`src/rtl/alu8_pkg.sv`:
```
// Shared constants, opcode and FSM state types for the 8-bit sequential ALU.
package alu8_pkg;

    localparam int WIDTH = 8;
    localparam int CNT_W = $clog2(WIDTH);

    typedef enum logic [2:0] {
        OP_AND  = 3'b000,
        OP_OR   = 3'b001,
        OP_XOR  = 3'b010,
        OP_NOT  = 3'b011,
        OP_ADD  = 3'b100,
        OP_SUB  = 3'b101,
        OP_PASS = 3'b110,
        OP_RSV  = 3'b111
    } op_e;

    typedef enum logic [1:0] {
        S_IDLE,
        S_EXEC,
        S_SERIAL,
        S_DONE
    } state_e;

    // ADD/SUB go through the bit-serial adder; everything else is one-shot.
    function automatic logic is_arith(input op_e o);
        return (o == OP_ADD) || (o == OP_SUB);
    endfunction

endpackage

```
`src/rtl/alu8_if.sv`:
```
// Operation request / result handshake bundle between a requester and the ALU.
interface alu8_if;
    import alu8_pkg::*;

    logic             in_valid;
    logic             in_ready;
    logic [2:0]       op;
    logic [WIDTH-1:0] a;
    logic [WIDTH-1:0] b;
    logic             out_valid;
    logic             out_ready;
    logic [WIDTH-1:0] result;
    logic             carry;
    logic             zero;

    modport master (
        output in_valid, op, a, b, out_ready,
        input  in_ready, out_valid, result, carry, zero
    );

    modport slave (
        input  in_valid, op, a, b, out_ready,
        output in_ready, out_valid, result, carry, zero
    );

endinterface

```
`src/rtl/alu8_fa_bit.sv`:
```
// Combinational 1-bit full adder built from nine NAND2 cells.
module alu8_fa_bit (
    input  logic a_i,
    input  logic b_i,
    input  logic c_i,
    output logic s_o,
    output logic c_o
);
    logic n1, n2, n3, x1, n4, n5, n6;

    alu8_nand2 u_1 (.a_i(a_i), .b_i(b_i), .y_o(n1));
    alu8_nand2 u_2 (.a_i(a_i), .b_i(n1),  .y_o(n2));
    alu8_nand2 u_3 (.a_i(b_i), .b_i(n1),  .y_o(n3));
    alu8_nand2 u_4 (.a_i(n2),  .b_i(n3),  .y_o(x1));   // a ^ b
    alu8_nand2 u_5 (.a_i(x1),  .b_i(c_i), .y_o(n4));
    alu8_nand2 u_6 (.a_i(x1),  .b_i(n4),  .y_o(n5));
    alu8_nand2 u_7 (.a_i(c_i), .b_i(n4),  .y_o(n6));
    alu8_nand2 u_8 (.a_i(n5),  .b_i(n6),  .y_o(s_o));  // a ^ b ^ c
    alu8_nand2 u_9 (.a_i(n1),  .b_i(n4),  .y_o(c_o));  // ab | (a^b)c
endmodule

```
`src/rtl/alu8_gates.sv`:
```
// NAND-built gate library: a 2-input NAND primitive and W-bit wide logic cells.
module alu8_nand2 (
    input  logic a_i,
    input  logic b_i,
    output logic y_o
);
    assign y_o = ~(a_i & b_i);
endmodule

module alu8_not8 #(parameter int W = 8) (
    input  logic [W-1:0] a_i,
    output logic [W-1:0] y_o
);
    for (genvar i = 0; i < W; i++) begin : g_bit
        alu8_nand2 u_n (.a_i(a_i[i]), .b_i(a_i[i]), .y_o(y_o[i]));
    end
endmodule

module alu8_and8 #(parameter int W = 8) (
    input  logic [W-1:0] a_i,
    input  logic [W-1:0] b_i,
    output logic [W-1:0] y_o
);
    logic [W-1:0] n;
    for (genvar i = 0; i < W; i++) begin : g_bit
        alu8_nand2 u_n0 (.a_i(a_i[i]), .b_i(b_i[i]), .y_o(n[i]));
        alu8_nand2 u_n1 (.a_i(n[i]),   .b_i(n[i]),   .y_o(y_o[i]));
    end
endmodule

module alu8_or8 #(parameter int W = 8) (
    input  logic [W-1:0] a_i,
    input  logic [W-1:0] b_i,
    output logic [W-1:0] y_o
);
    logic [W-1:0] na, nb;
    for (genvar i = 0; i < W; i++) begin : g_bit
        alu8_nand2 u_ia (.a_i(a_i[i]), .b_i(a_i[i]), .y_o(na[i]));
        alu8_nand2 u_ib (.a_i(b_i[i]), .b_i(b_i[i]), .y_o(nb[i]));
        alu8_nand2 u_o  (.a_i(na[i]),  .b_i(nb[i]),  .y_o(y_o[i]));
    end
endmodule

module alu8_xor8 #(parameter int W = 8) (
    input  logic [W-1:0] a_i,
    input  logic [W-1:0] b_i,
    output logic [W-1:0] y_o
);
    logic [W-1:0] n0, n1, n2;
    for (genvar i = 0; i < W; i++) begin : g_bit
        alu8_nand2 u_0 (.a_i(a_i[i]), .b_i(b_i[i]), .y_o(n0[i]));
        alu8_nand2 u_1 (.a_i(a_i[i]), .b_i(n0[i]),  .y_o(n1[i]));
        alu8_nand2 u_2 (.a_i(b_i[i]), .b_i(n0[i]),  .y_o(n2[i]));
        alu8_nand2 u_3 (.a_i(n1[i]),  .b_i(n2[i]),  .y_o(y_o[i]));
    end
endmodule

```
`src/rtl/alu8_seq.sv`:
```
// 8-bit ALU: logic ops finish in one EXEC cycle, ADD/SUB run bit-serially
// LSB first over eight SERIAL cycles through a single NAND full adder.
module alu8_seq
    import alu8_pkg::*;
(
    input  logic  clk,
    input  logic  rst_n,
    alu8_if.slave bus
);

    state_e           state_q, state_d;
    op_e              op_q, op_d;
    logic [WIDTH-1:0] a_q, a_d, b_q, b_d;
    logic [CNT_W-1:0] cnt_q, cnt_d;
    logic             c_q, c_d;          // running serial carry
    logic [WIDTH-1:0] res_q, res_d;      // result / serial sum shift register
    logic             carry_q, carry_d;
    logic             zero_q, zero_d;
    logic             rdy_q, rdy_d;
    logic             vld_q, vld_d;

    logic [WIDTH-1:0] and_w, or_w, xor_w, not_w;
    logic [WIDTH-1:0] logic_res;
    logic [WIDTH-1:0] ser_next;
    logic             fa_a, fa_b, fa_s, fa_co;
    op_e              op_in;

    assign op_in = op_e'(bus.op);

    alu8_and8 #(.W(WIDTH)) u_and (.a_i(a_q), .b_i(b_q), .y_o(and_w));
    alu8_or8  #(.W(WIDTH)) u_or  (.a_i(a_q), .b_i(b_q), .y_o(or_w));
    alu8_xor8 #(.W(WIDTH)) u_xor (.a_i(a_q), .b_i(b_q), .y_o(xor_w));
    alu8_not8 #(.W(WIDTH)) u_not (.a_i(a_q), .y_o(not_w));

    // Serial adder input bit; SUB adds the inverted subtrahend.
    assign fa_a = a_q[cnt_q];
    assign fa_b = (op_q == OP_SUB) ? ~b_q[cnt_q] : b_q[cnt_q];

    alu8_fa_bit u_fa (.a_i(fa_a), .b_i(fa_b), .c_i(c_q), .s_o(fa_s), .c_o(fa_co));

    assign ser_next = {fa_s, res_q[WIDTH-1:1]};

    // Single-cycle result selection for the non-arithmetic opcodes.
    always_comb begin
        logic_res = '0;
        case (op_q)
            OP_AND:  logic_res = and_w;
            OP_OR:   logic_res = or_w;
            OP_XOR:  logic_res = xor_w;
            OP_NOT:  logic_res = not_w;
            OP_PASS: logic_res = a_q;
            default: logic_res = '0;
        endcase
    end

    // Next-state and datapath update for the IDLE/EXEC/SERIAL/DONE sequence.
    always_comb begin
        state_d = state_q;
        op_d    = op_q;
        a_d     = a_q;
        b_d     = b_q;
        cnt_d   = cnt_q;
        c_d     = c_q;
        res_d   = res_q;
        carry_d = carry_q;
        zero_d  = zero_q;
        vld_d   = 1'b0;
        case (state_q)
            S_IDLE: begin
                if (bus.in_valid && rdy_q) begin
                    op_d    = op_in;
                    a_d     = bus.a;
                    b_d     = bus.b;
                    cnt_d   = '0;
                    c_d     = (op_in == OP_SUB);
                    state_d = is_arith(op_in) ? S_SERIAL : S_EXEC;
                end
            end
            S_EXEC: begin
                res_d   = logic_res;
                carry_d = 1'b0;
                zero_d  = (logic_res == '0);
                state_d = S_DONE;
            end
            S_SERIAL: begin
                res_d = ser_next;
                c_d   = fa_co;
                cnt_d = cnt_q + 1'b1;
                if (cnt_q == CNT_W'(WIDTH - 1)) begin
                    carry_d = fa_co;
                    zero_d  = (ser_next == '0);
                    state_d = S_DONE;
                end
            end
            S_DONE: begin
                // out_valid trails DONE entry by one cycle; hold until taken.
                if (vld_q && bus.out_ready) state_d = S_IDLE;
                else                        vld_d   = 1'b1;
            end
            default: state_d = S_IDLE;
        endcase
        rdy_d = (state_d == S_IDLE);
    end

    // State and datapath registers; reset aborts any operation in flight.
    always_ff @(posedge clk or negedge rst_n) begin
        if (!rst_n) begin
            state_q <= S_IDLE;
            op_q    <= OP_AND;
            a_q     <= '0;
            b_q     <= '0;
            cnt_q   <= '0;
            c_q     <= 1'b0;
            res_q   <= '0;
            carry_q <= 1'b0;
            zero_q  <= 1'b0;
            rdy_q   <= 1'b0;
            vld_q   <= 1'b0;
        end else begin
            state_q <= state_d;
            op_q    <= op_d;
            a_q     <= a_d;
            b_q     <= b_d;
            cnt_q   <= cnt_d;
            c_q     <= c_d;
            res_q   <= res_d;
            carry_q <= carry_d;
            zero_q  <= zero_d;
            rdy_q   <= rdy_d;
            vld_q   <= vld_d;
        end
    end

    assign bus.in_ready  = rdy_q;
    assign bus.out_valid = vld_q;
    assign bus.result    = res_q;
    assign bus.carry     = carry_q;
    assign bus.zero      = zero_q;

endmodule

```
`src/flat_wrapper.sv`:
```
// flat-port wrapper written by rule: the top's interface ports become plain ports
module alu8_seq_flat import alu8_pkg::*;
  (clk, rst_n, bus_in_valid, bus_op, bus_a, bus_b, bus_out_ready, bus_in_ready, bus_out_valid, bus_result, bus_carry, bus_zero);
  alu8_if bus_i ();
  input  logic clk;
  input  logic rst_n;
  input wire logic [$bits(bus_i.in_valid)-1:0] bus_in_valid;
  input wire logic [$bits(bus_i.op)-1:0] bus_op;
  input wire logic [$bits(bus_i.a)-1:0] bus_a;
  input wire logic [$bits(bus_i.b)-1:0] bus_b;
  input wire logic [$bits(bus_i.out_ready)-1:0] bus_out_ready;
  output wire logic [$bits(bus_i.in_ready)-1:0] bus_in_ready;
  output wire logic [$bits(bus_i.out_valid)-1:0] bus_out_valid;
  output wire logic [$bits(bus_i.result)-1:0] bus_result;
  output wire logic [$bits(bus_i.carry)-1:0] bus_carry;
  output wire logic [$bits(bus_i.zero)-1:0] bus_zero;
  assign bus_i.in_valid = bus_in_valid;
  assign bus_i.op = bus_op;
  assign bus_i.a = bus_a;
  assign bus_i.b = bus_b;
  assign bus_i.out_ready = bus_out_ready;
  assign bus_in_ready = bus_i.in_ready;
  assign bus_out_valid = bus_i.out_valid;
  assign bus_result = bus_i.result;
  assign bus_carry = bus_i.carry;
  assign bus_zero = bus_i.zero;
  alu8_seq u_core (.clk(clk), .rst_n(rst_n), .bus(bus_i));
endmodule
```
`config.mk`:
```
export PLATFORM = sky130hd
export DESIGN_NAME = alu8_seq_flat
export DESIGN_NICKNAME = d
export VERILOG_FILES = /design/src/rtl/alu8_pkg.sv /design/src/rtl/alu8_if.sv /design/src/rtl/alu8_fa_bit.sv /design/src/rtl/alu8_gates.sv /design/src/rtl/alu8_seq.sv /design/src/flat_wrapper.sv
export SDC_FILE = /design/constraint.sdc
export NUM_CORES = 1
export LEC_CHECK = 0
export ABC_CLOCK_PERIOD_IN_PS = 2900
export CAP_MARGIN = 10
export CELL_PAD_IN_SITES_DETAIL_PLACEMENT = 0
export CELL_PAD_IN_SITES_GLOBAL_PLACEMENT = 1
export CORE_MARGIN = 4
export CORE_UTILIZATION = 35
export DETAILED_ROUTE_END_ITERATION = 12
export PLACE_DENSITY_LB_ADDON = 0.1
export REMOVE_ABC_BUFFERS = 1
export SYNTH_ARGS = -nofsm -noshare
export SYNTH_HDL_FRONTEND = slang
export SYNTH_SLANG_ARGS = --single-unit
```
`constraint.sdc`:
```
create_clock -name clk -period 2.9 [get_ports clk]
set_input_delay 0.58 -clock clk [delete_from_list [all_inputs] [get_ports clk]]
set_output_delay 0.58 -clock clk [all_outputs]
set_load 0.1 [all_outputs]
```
==> results of run 1 <==
[per-layer routing]
metal,GRT usage,vias up
met4,0.0339,0
li1,-,895
met5,0,-
met1,0.197,868
met3,0.0307,2
met2,0.229,40
[how the worst max path moves through the flow]
stage	startpoint	endpoint	slack, ps	depth (start not counted)
2_1_floorplan	u_core.bus.in_ready	u_core.cnt_q[1]	360	4
3_3_place_gp	u_core.cnt_q[0]	u_core.bus.zero	470	9
3_5_place_dp	u_core.cnt_q[0]	u_core.bus.zero	430	9
4_1_cts	u_core.cnt_q[0]	u_core.bus.zero	410	9
5_1_grt	u_core.cnt_q[0]	u_core.bus.zero	140	9
6_report	u_core.cnt_q[0]	u_core.bus.zero	410	9
[final cells by class]
type / instances / area [µm²] / area share
clock buffers: 7 / 86.3 / 0.0299
inverters: 30 / 113 / 0.0390
multi-input cells: 151 / 1320 / 0.458
flip-flops and latches: 37 / 926 / 0.320
well taps: 80 / 100 / 0.0346
repair buffers: 39 / 343 / 0.119
[stage by stage]
stage | setup WS (ps) | hold WS, ps | utilization | instances
6_report | 410 | 406 | 0.428 | 344
5_1_grt | 138 | 484 | 0.428 | 344
4_1_cts | 415 | 440 | 0.428 | 344
3_5_place_dp | 433 | 492 | 0.415 | 337
3_3_place_gp | 469 | 479 | 0.415 | 337
2_1_floorplan | 358 | 284 | - | 218
[sequential cells by signal (all words and copies together) (netlist names)]
name / flops
u_core.b_q: 8
u_core.bus.in_ready: 1
u_core.bus.zero: 1
u_core.state_q: 2
u_core.bus.result: 8
u_core.bus.out_valid: 1
u_core.cnt_q: 3
u_core.bus.carry: 1
u_core.c_q: 1
u_core.a_q: 8
u_core.op_q: 3
[worst max-delay path, delay by kind of cell, from the launching register on]
family | cells | cell delay (ps)
AOI/OAI and AO/OA | 3 | 330
xor gates and xnor gates | 1 | 160
muxes | 2 | 690
and+or+nand+nor | 2 | 230
adders and majority gates | 1 | 450
DFF | 1 | 510
[synth_stat cells (2+ instances only)]
library cell  number  area share
a32oi_1            6       0.022
o41ai_1            2      0.0072
mux2i_1           10       0.041
clkbuf_1           5      0.0077
inv_1             29       0.045
mux4_2             5       0.046
a32o_1             2      0.0083
o21ai_1            2      0.0041
mux2_2            22        0.10
a2111oi_0          2      0.0072
o211ai_1           5       0.015
o21a_1             2      0.0062
nand3_1            3      0.0062
dfrtp_1           37        0.38
nor2b_1            3      0.0077
buf_2              2      0.0041
nor2_1             9       0.014
a22oi_1            7       0.022
nand2b_1           2      0.0052
a21oi_1            4      0.0083
ha_1              22        0.11
o21ai_0           15       0.031
nand2_1           11       0.017
[kinds of logic after synthesis]
group                      Yosys count  share of synthesized area
buffers and inverters               40                     0.0728
and+or+nand+nor                     36                     0.0748
AOI/OAI and AO/OA                   53                      0.151
xor gates and xnor gates             1                    0.00361
adders and majority gates           23                      0.122
DFF                                 37                      0.382
muxes                               38                      0.195
[layout by cell type (no fill, tap or decap), types with 5 or more instances in the layout]
master,count
mux4_2,5
clkbuf_8,6
o21ai_0,15
ha_1,22
mux2_2,22
mux2i_1,10
inv_1,29
nand2_1,11
buf_4,17
a22oi_1,7
a32oi_1,6
nor2_1,9
dfrtp_1,37
o211ai_1,5
clkdlybuf4s50_1,21
==> flow_summary.ini, run 1 <==
[drt]
viasPerCell = 5.25
route.met3.wl_um = 264
via_count = 1805
wl_met2_um = 2570
dr.pass1.iters = 4
drc = 0
drtAntennaViolNets = 0
drt_wl_total_um = 5590
wl_per_cell_um = 16.2
top_layer = met4
drt_iter0_markers = 71
drt-met1-wl_um = 2730

[timing]
slew_headroom = 0.431
clock.fmax_ghz = 0.402
clock_skew_ps = 8.60
final_max_slew_viol_count = 0
finalCriticalPeriod_ps = 2490
setup_viol_count_final = 0
hold_viol_final = 0
min_period_over_period = 0.858
rsz0062_at_grt = no
setup-tns-final_ps = 0
worst_pin_slew_ps = 854

[place]
globalplace.congestion = 0.846
placed_cell_area_mm2 = 0.00280
port_buffers = 34
hpwl_um = 4360

[critical_path]
rr_worst_depth = 9
max_stage_delay_ps = 530
criticalPathCategory = reg -> reg
crit_chain = mux4_2 -> mux2i_1 -> xnor2_1 -> fa_1 -> nor4b_1 -> nand3_1 -> o21ai_0 -> a22oi_1 -> o21ai_1
reg2reg_to = u_core.bus.zero
worst-r2r-setup-slack_ps = 410
critPathRequiredTime_ps = 3060
crit_arrival_ps = 2650
cp-end-kind = register
worstPathMaxFanout = 7
r2r-start = u_core.cnt_q[0]
cpMaxStageDelayCell = mux4_2
critPathLaunchType = register

[synthesis]
postSynthCellCount = 228
yosys_most_used_dff = dfrtp_1
ys_types = 44
syn_area_mm2 = 0.00242
synth_area_per_cell_um2 = 10.6
yosys_warnings = 0
ys_ff_latch = 37
ys_seq_area_frac = 0.382
synth-async-reset-ratio = 1.00
synth-edff-count = 0

[cts]
cts_tree = built
clock-root-buffer = clkbuf_8
htreeDepth = 2
cts_resized = 0
postCtsHoldBufs = 0
numClockSinks = 37
clk_pin_slew_worst_paths_ps = 70
post_cts_buffers = 0
cts_buffers = 5
clk_latency_ps = 280
cts_buffer_depth = 2

[grt]
grt_max_degree = 38
grt-ovfl-total = 0
grt.total_usage = 0.143
grt_pass1_wl_um = 9430
antenna_found_initial = 0
grt_pass1_vias = 1799

[floorplanning]
initial_core_util = 0.359
die_x_um = 91.2
core_mm2 = 0.00676
die_area_mm2 = 0.00832
core.rowCount = 30
die_h_um = 91.2
ios = 35

[job]
cap_violations = 0

[run_status]
status = finished, final reports clean

[cells_and_area]
nFillCells = 692
layout-drive-gt1-share = 0.197
n_antenna_cell = 0
area_growth_pct = 19.2
nets = 310
stdcell_area_mm2 = 0.00289

[hold_path]
min_path_type = in -> async
Power of run 1 is left out: the tool's default activity adds up to more than one toggle a clock period on the data nets, which glitch-free logic cannot reach.
==> run 2: changes to the inputs <==
--- a/config.mk
+++ b/config.mk
@@ -5,14 +5,14 @@
 export SDC_FILE = /design/constraint.sdc
 export NUM_CORES = 1
 export LEC_CHECK = 0
-export ABC_CLOCK_PERIOD_IN_PS = 2900
 export CAP_MARGIN = 10
 export CELL_PAD_IN_SITES_DETAIL_PLACEMENT = 0
 export CELL_PAD_IN_SITES_GLOBAL_PLACEMENT = 1
 export CORE_MARGIN = 4
 export CORE_UTILIZATION = 35
+export CTS_BUF_LIST = sky130_fd_sc_hd__clkbuf_4 sky130_fd_sc_hd__clkbuf_8
 export DETAILED_ROUTE_END_ITERATION = 12
-export PLACE_DENSITY_LB_ADDON = 0.1
+export PLACE_DENSITY = 0.67
 export REMOVE_ABC_BUFFERS = 1
 export SYNTH_ARGS = -nofsm -noshare
 export SYNTH_HDL_FRONTEND = slang
==> run 2 against run 1 <==
Net effect: clock-buffer cell count did not move; critical path depth did not move; non-clock buffer count fell by 2; largest cell class unchanged.
==> flow_summary.ini, run 2 (synthesis results as in run 1) <==
[cells_and_area]
n_antenna_cell = 0
regArea_um2 = 926
area_growth_pct = 18.7
nFillCells = 680
mostFrequentLayoutCell = dfrtp_1
layout-drive-gt1-share = 0.195
most-common-layout-cells = dfrtp_1 (37), inv_1 (29), mux2_2 (22), ha_1 (22), clkdlybuf4s50_1 (21)
multi_input_area_mm2 = 0.00132
nets = 308

[critical_path]
critPathRequiredTime_ps = 3080
r2r-start = u_core.cnt_q[0]
startpoint = u_core.cnt_q[0]
crit_end = u_core.bus.zero
criticalPathCategory = reg -> reg
crit_arrival_ps = 2670
crit_chain = mux4_2 -> mux2i_1 -> xnor2_1 -> fa_1 -> nor4b_1 -> nand3_1 -> o21ai_0 -> a22oi_1 -> o21ai_1
cpMaxStageDelayCell = mux4_2
cp-end-kind = register
reg2reg_to = u_core.bus.zero
worst-r2r-setup-slack_ps = 410
worstPathMaxFanout = 7
critPathLaunchType = register
max_stage_delay_ps = 530
rr_worst_depth = 9

[cts]
postCtsHoldBufs = 0
htreeDepth = 2
clock-root-buffer = clkbuf_8
numClockSinks = 37
cts_buffers = 5
cts_buffer_depth = 2
cts_resized = 0
clk_latency_ps = 290
post_cts_buffers = 0
cts_tree = built
clk_pin_slew_worst_paths_ps = 80

[place]
hpwl_um = 4190
port_buffers = 34
globalplace.congestion = 0.817

[drt]
via_count = 1863
dr.pass1.iters = 4
drt_iter0_markers = 101
drtAntennaViolNets = 0
drt_wl_total_um = 5560
drc = 0
viasPerCell = 5.45
wl_per_cell_um = 16.3

[floorplanning]
initial_core_util = 0.359
ios = 35
die_h_um = 91.2
die_area_mm2 = 0.00832
core_mm2 = 0.00676
core.rowCount = 30
die_x_um = 91.2

[timing]
clock.fmax_ghz = 0.401
rsz0062_at_grt = no
hold_viol_final = 0
final_max_slew_viol_count = 0
setup_viol_count_final = 0
clock_skew_ps = 9.54
worst_pin_slew_ps = 851
setup-tns-final_ps = 0
min_period_over_period = 0.859
finalCriticalPeriod_ps = 2490
slew_headroom = 0.433

[grt]
antenna_found_initial = 0
grt.total_usage = 0.140
grt-ovfl-total = 0
grt_max_degree = 38
grt_pass1_vias = 1811
grt_pass1_wl_um = 9390

[run_status]
status = finished, final reports clean

[hold_path]
min_path_type = in -> async

[job]
cap_violations = 0
run 2: cell types whose count changed in the layout (fill, tap and decap cells not counted):
cell | previous run | this run
clkbuf_4 | 0 | 1
clkbuf_1 | 1 | 0
buf_4 | 17 | 15
run 2: worst min path at each step:
stage          startpoint             end  slack (ps)  depth (start not counted)
3_5_place_dp   u_core.c_q      u_core.c_q         490                          2
3_3_place_gp   u_core.c_q      u_core.c_q         470                          2
5_1_grt             rst_n   u_core.a_q[5]         480                          1
6_report            rst_n  u_core.op_q[0]         400                          1
4_1_cts             rst_n  u_core.op_q[0]         440                          1
2_1_floorplan       rst_n   u_core.a_q[0]         280                          0
run 2: cell type report:
cell class / instances / share of cell area
clock buffer: 7 / 0.0313
inverter: 30 / 0.0391
multi-input combinational: 151 / 0.459
sequential: 37 / 0.322
tap: 80 / 0.0348
timing repair buffer: 37 / 0.114
run 2: metal layers:
metal,share of wire,track usage,up-vias
met2,0.47,0.227,63
met5,0,0,-
met4,0.011,0.0377,0
met1,0.47,0.191,905
met3,0.056,0.0265,7
li1,-,-,888
run 2: stage by stage:
step | hold slack [ps] | util | std cells | setup slack [ps] | area [µm²]
2_1_floorplan | 284 | - | 218 | 358 | 2360
3_3_place_gp | 472 | 0.413 | 335 | 475 | 2790
3_5_place_dp | 487 | 0.413 | 335 | 390 | 2790
4_1_cts | 441 | 0.426 | 342 | 374 | 2880
5_1_grt | 480 | 0.426 | 342 | 224 | 2880
6_report | 398 | 0.426 | 342 | 409 | 2880
run 2: worst max-delay path: cells and delay by family, from the launching register on:
kind                       cells  cell delay [ps]
muxes                          2              700
DFF                            1              510
adders and majority gates      1              460
AOI/OAI and AO/OA              3              310
and+or+nand+nor                2              240
xor gates and xnor gates       1              160
Power of run 2 is left out for the same reason.
==> run 3: changes to the inputs <==
--- a/config.mk
+++ b/config.mk
@@ -9,10 +9,10 @@
 export CELL_PAD_IN_SITES_DETAIL_PLACEMENT = 0
 export CELL_PAD_IN_SITES_GLOBAL_PLACEMENT = 1
 export CORE_MARGIN = 4
-export CORE_UTILIZATION = 35
+export CORE_UTILIZATION = 44
 export CTS_BUF_LIST = sky130_fd_sc_hd__clkbuf_4 sky130_fd_sc_hd__clkbuf_8
 export DETAILED_ROUTE_END_ITERATION = 12
-export PLACE_DENSITY = 0.67
+export PLACE_DENSITY = 0.82
 export REMOVE_ABC_BUFFERS = 1
 export SYNTH_ARGS = -nofsm -noshare
 export SYNTH_HDL_FRONTEND = slang
==> run 3 against run 2 <==
Net effect: sequential share of layout area down 0.11 points; worst hold slack worse by 17 ps; register-to-register slack worse by 70 ps; die area down 19%; first-iteration DRC count down 26%; clock skew down 2.7 ps; highest routed layer unchanged.
==> flow_summary.ini, run 3 (synthesis results as in run 1) <==
[run_status]
status = finished, final reports clean

[cts]
cts_buffer_depth = 2
post_cts_buffers = 0
cts_tree = built
clock-root-buffer = clkbuf_8
clk_latency_ps = 290
cts_buffers = 5
clk_pin_slew_worst_paths_ps = 80
cts_resized = 0
numClockSinks = 37
postCtsHoldBufs = 0
htreeDepth = 2

[cells_and_area]
layout-drive-gt1-share = 0.195
nets = 307
most-common-layout-cells = dfrtp_1 (37), inv_1 (29), mux2_2 (22), ha_1 (22), clkdlybuf4s50_1 (21)
area_growth_pct = 19.1
multi_input_area_mm2 = 0.00132
n_antenna_cell = 0
regArea_um2 = 926
mostFrequentLayoutCell = dfrtp_1
nFillCells = 486
stdcell_count = 332

[critical_path]
critPathLaunchType = register
rr_worst_depth = 9
cpMaxStageDelayCell = mux4_2
crit_family = multiplexers
worstPathMaxFanout = 7
criticalPathCategory = reg -> reg
worst-r2r-setup-slack_ps = 340
path_buf_inv = 0
critPathRequiredTime_ps = 3120
r2r-start = u_core.cnt_q[0]
max_stage_delay_ps = 560
crit_arrival_ps = 2780
reg2reg_to = u_core.bus.zero
crit_chain = mux4_2 -> mux2i_1 -> xnor2_1 -> fa_1 -> nor4b_1 -> nand3_1 -> o21ai_0 -> a22oi_1 -> o21ai_1
cp-end-kind = register

[timing]
final_max_slew_viol_count = 0
hold_viol_final = 0
clock_skew_ps = 6.82
clock.fmax_ghz = 0.391
min_period_over_period = 0.882
rsz0062_at_grt = no
finalHoldWorstSlack_ps = 381
worst_pin_slew_ps = 830
finalCriticalPeriod_ps = 2560
setup_viol_count_final = 0
setup-tns-final_ps = 0
slew_headroom = 0.447

[grt]
grt_pass1_wl_um = 8560
grt_pass1_vias = 1712
antenna_found_initial = 0
grt_max_degree = 38
grt.total_usage = 0.167
grt-ovfl-total = 0

[place]
port_buffers = 34
hpwl_um = 3920
dp.cells = 324
globalplace.congestion = 0.899

[job]
cap_violations = 0

[floorplanning]
core_mm2 = 0.00524
core.rowCount = 26
ios = 35
initial_core_util = 0.463
die_h_um = 82.2
die_x_um = 82.2
die_area_mm2 = 0.00676

[drt]
drc = 0
wl_per_cell_um = 15.8
viasPerCell = 5.50
via_count = 1827
dr.pass1.iters = 4
drtAntennaViolNets = 0
drt_iter0_markers = 75
drt_wl_total_um = 5230

[hold_path]
min_path_type = in -> async
[run 3: changes by cell type in the layout (fill, tap and decap cells not counted), sizes merged]
cell / change
bufinv: +1
buf: -1
clkbuf: -1
clkinvlp: +1
[run 3: area by class of cell]
type / instances / share of cell area
repair buffers: 36 / 0.111
clock inverters: 2 / 0.0130
multi-input cells: 151 / 0.458
well taps: 70 / 0.0303
clock buffers: 6 / 0.0286
flip-flops and latches: 37 / 0.320
inverters: 30 / 0.0390
[run 3: how the worst max path moves through the flow]
stage | slack, ps | end | depth (start not counted) | from
2_1_floorplan | 360 | u_core.cnt_q[1] | 4 | u_core.bus.in_ready
5_1_grt | 190 | u_core.bus.zero | 9 | u_core.cnt_q[0]
3_3_place_gp | 480 | u_core.bus.zero | 9 | u_core.cnt_q[0]
6_report | 340 | u_core.bus.zero | 9 | u_core.cnt_q[0]
3_5_place_dp | 380 | u_core.bus.zero | 9 | u_core.cnt_q[0]
4_1_cts | 330 | u_core.bus.zero | 9 | u_core.cnt_q[0]
[run 3: stage by stage]
| stage | util | area [µm²] | setup WS [ps] |
|---|---|---|---|
| 6_report | 0.552 | 2890 | 341 |
| 3_5_place_dp | 0.529 | 2770 | 377 |
| 4_1_cts | 0.552 | 2890 | 329 |
| 3_3_place_gp | 0.529 | 2770 | 481 |
| 5_1_grt | 0.552 | 2890 | 191 |
| 2_1_floorplan | - | 2360 | 358 |
[run 3: metal layers]
metal  global-route usage  vias to the layer above  share of wire
met1                0.231                      894           0.48
met4               0.0498                        0          0.023
met3               0.0390                        9          0.044
li1                     -                      886              -
met2                0.260                       38           0.45
met5                    0                        -              0
Power of run 3 is left out for the same reason.
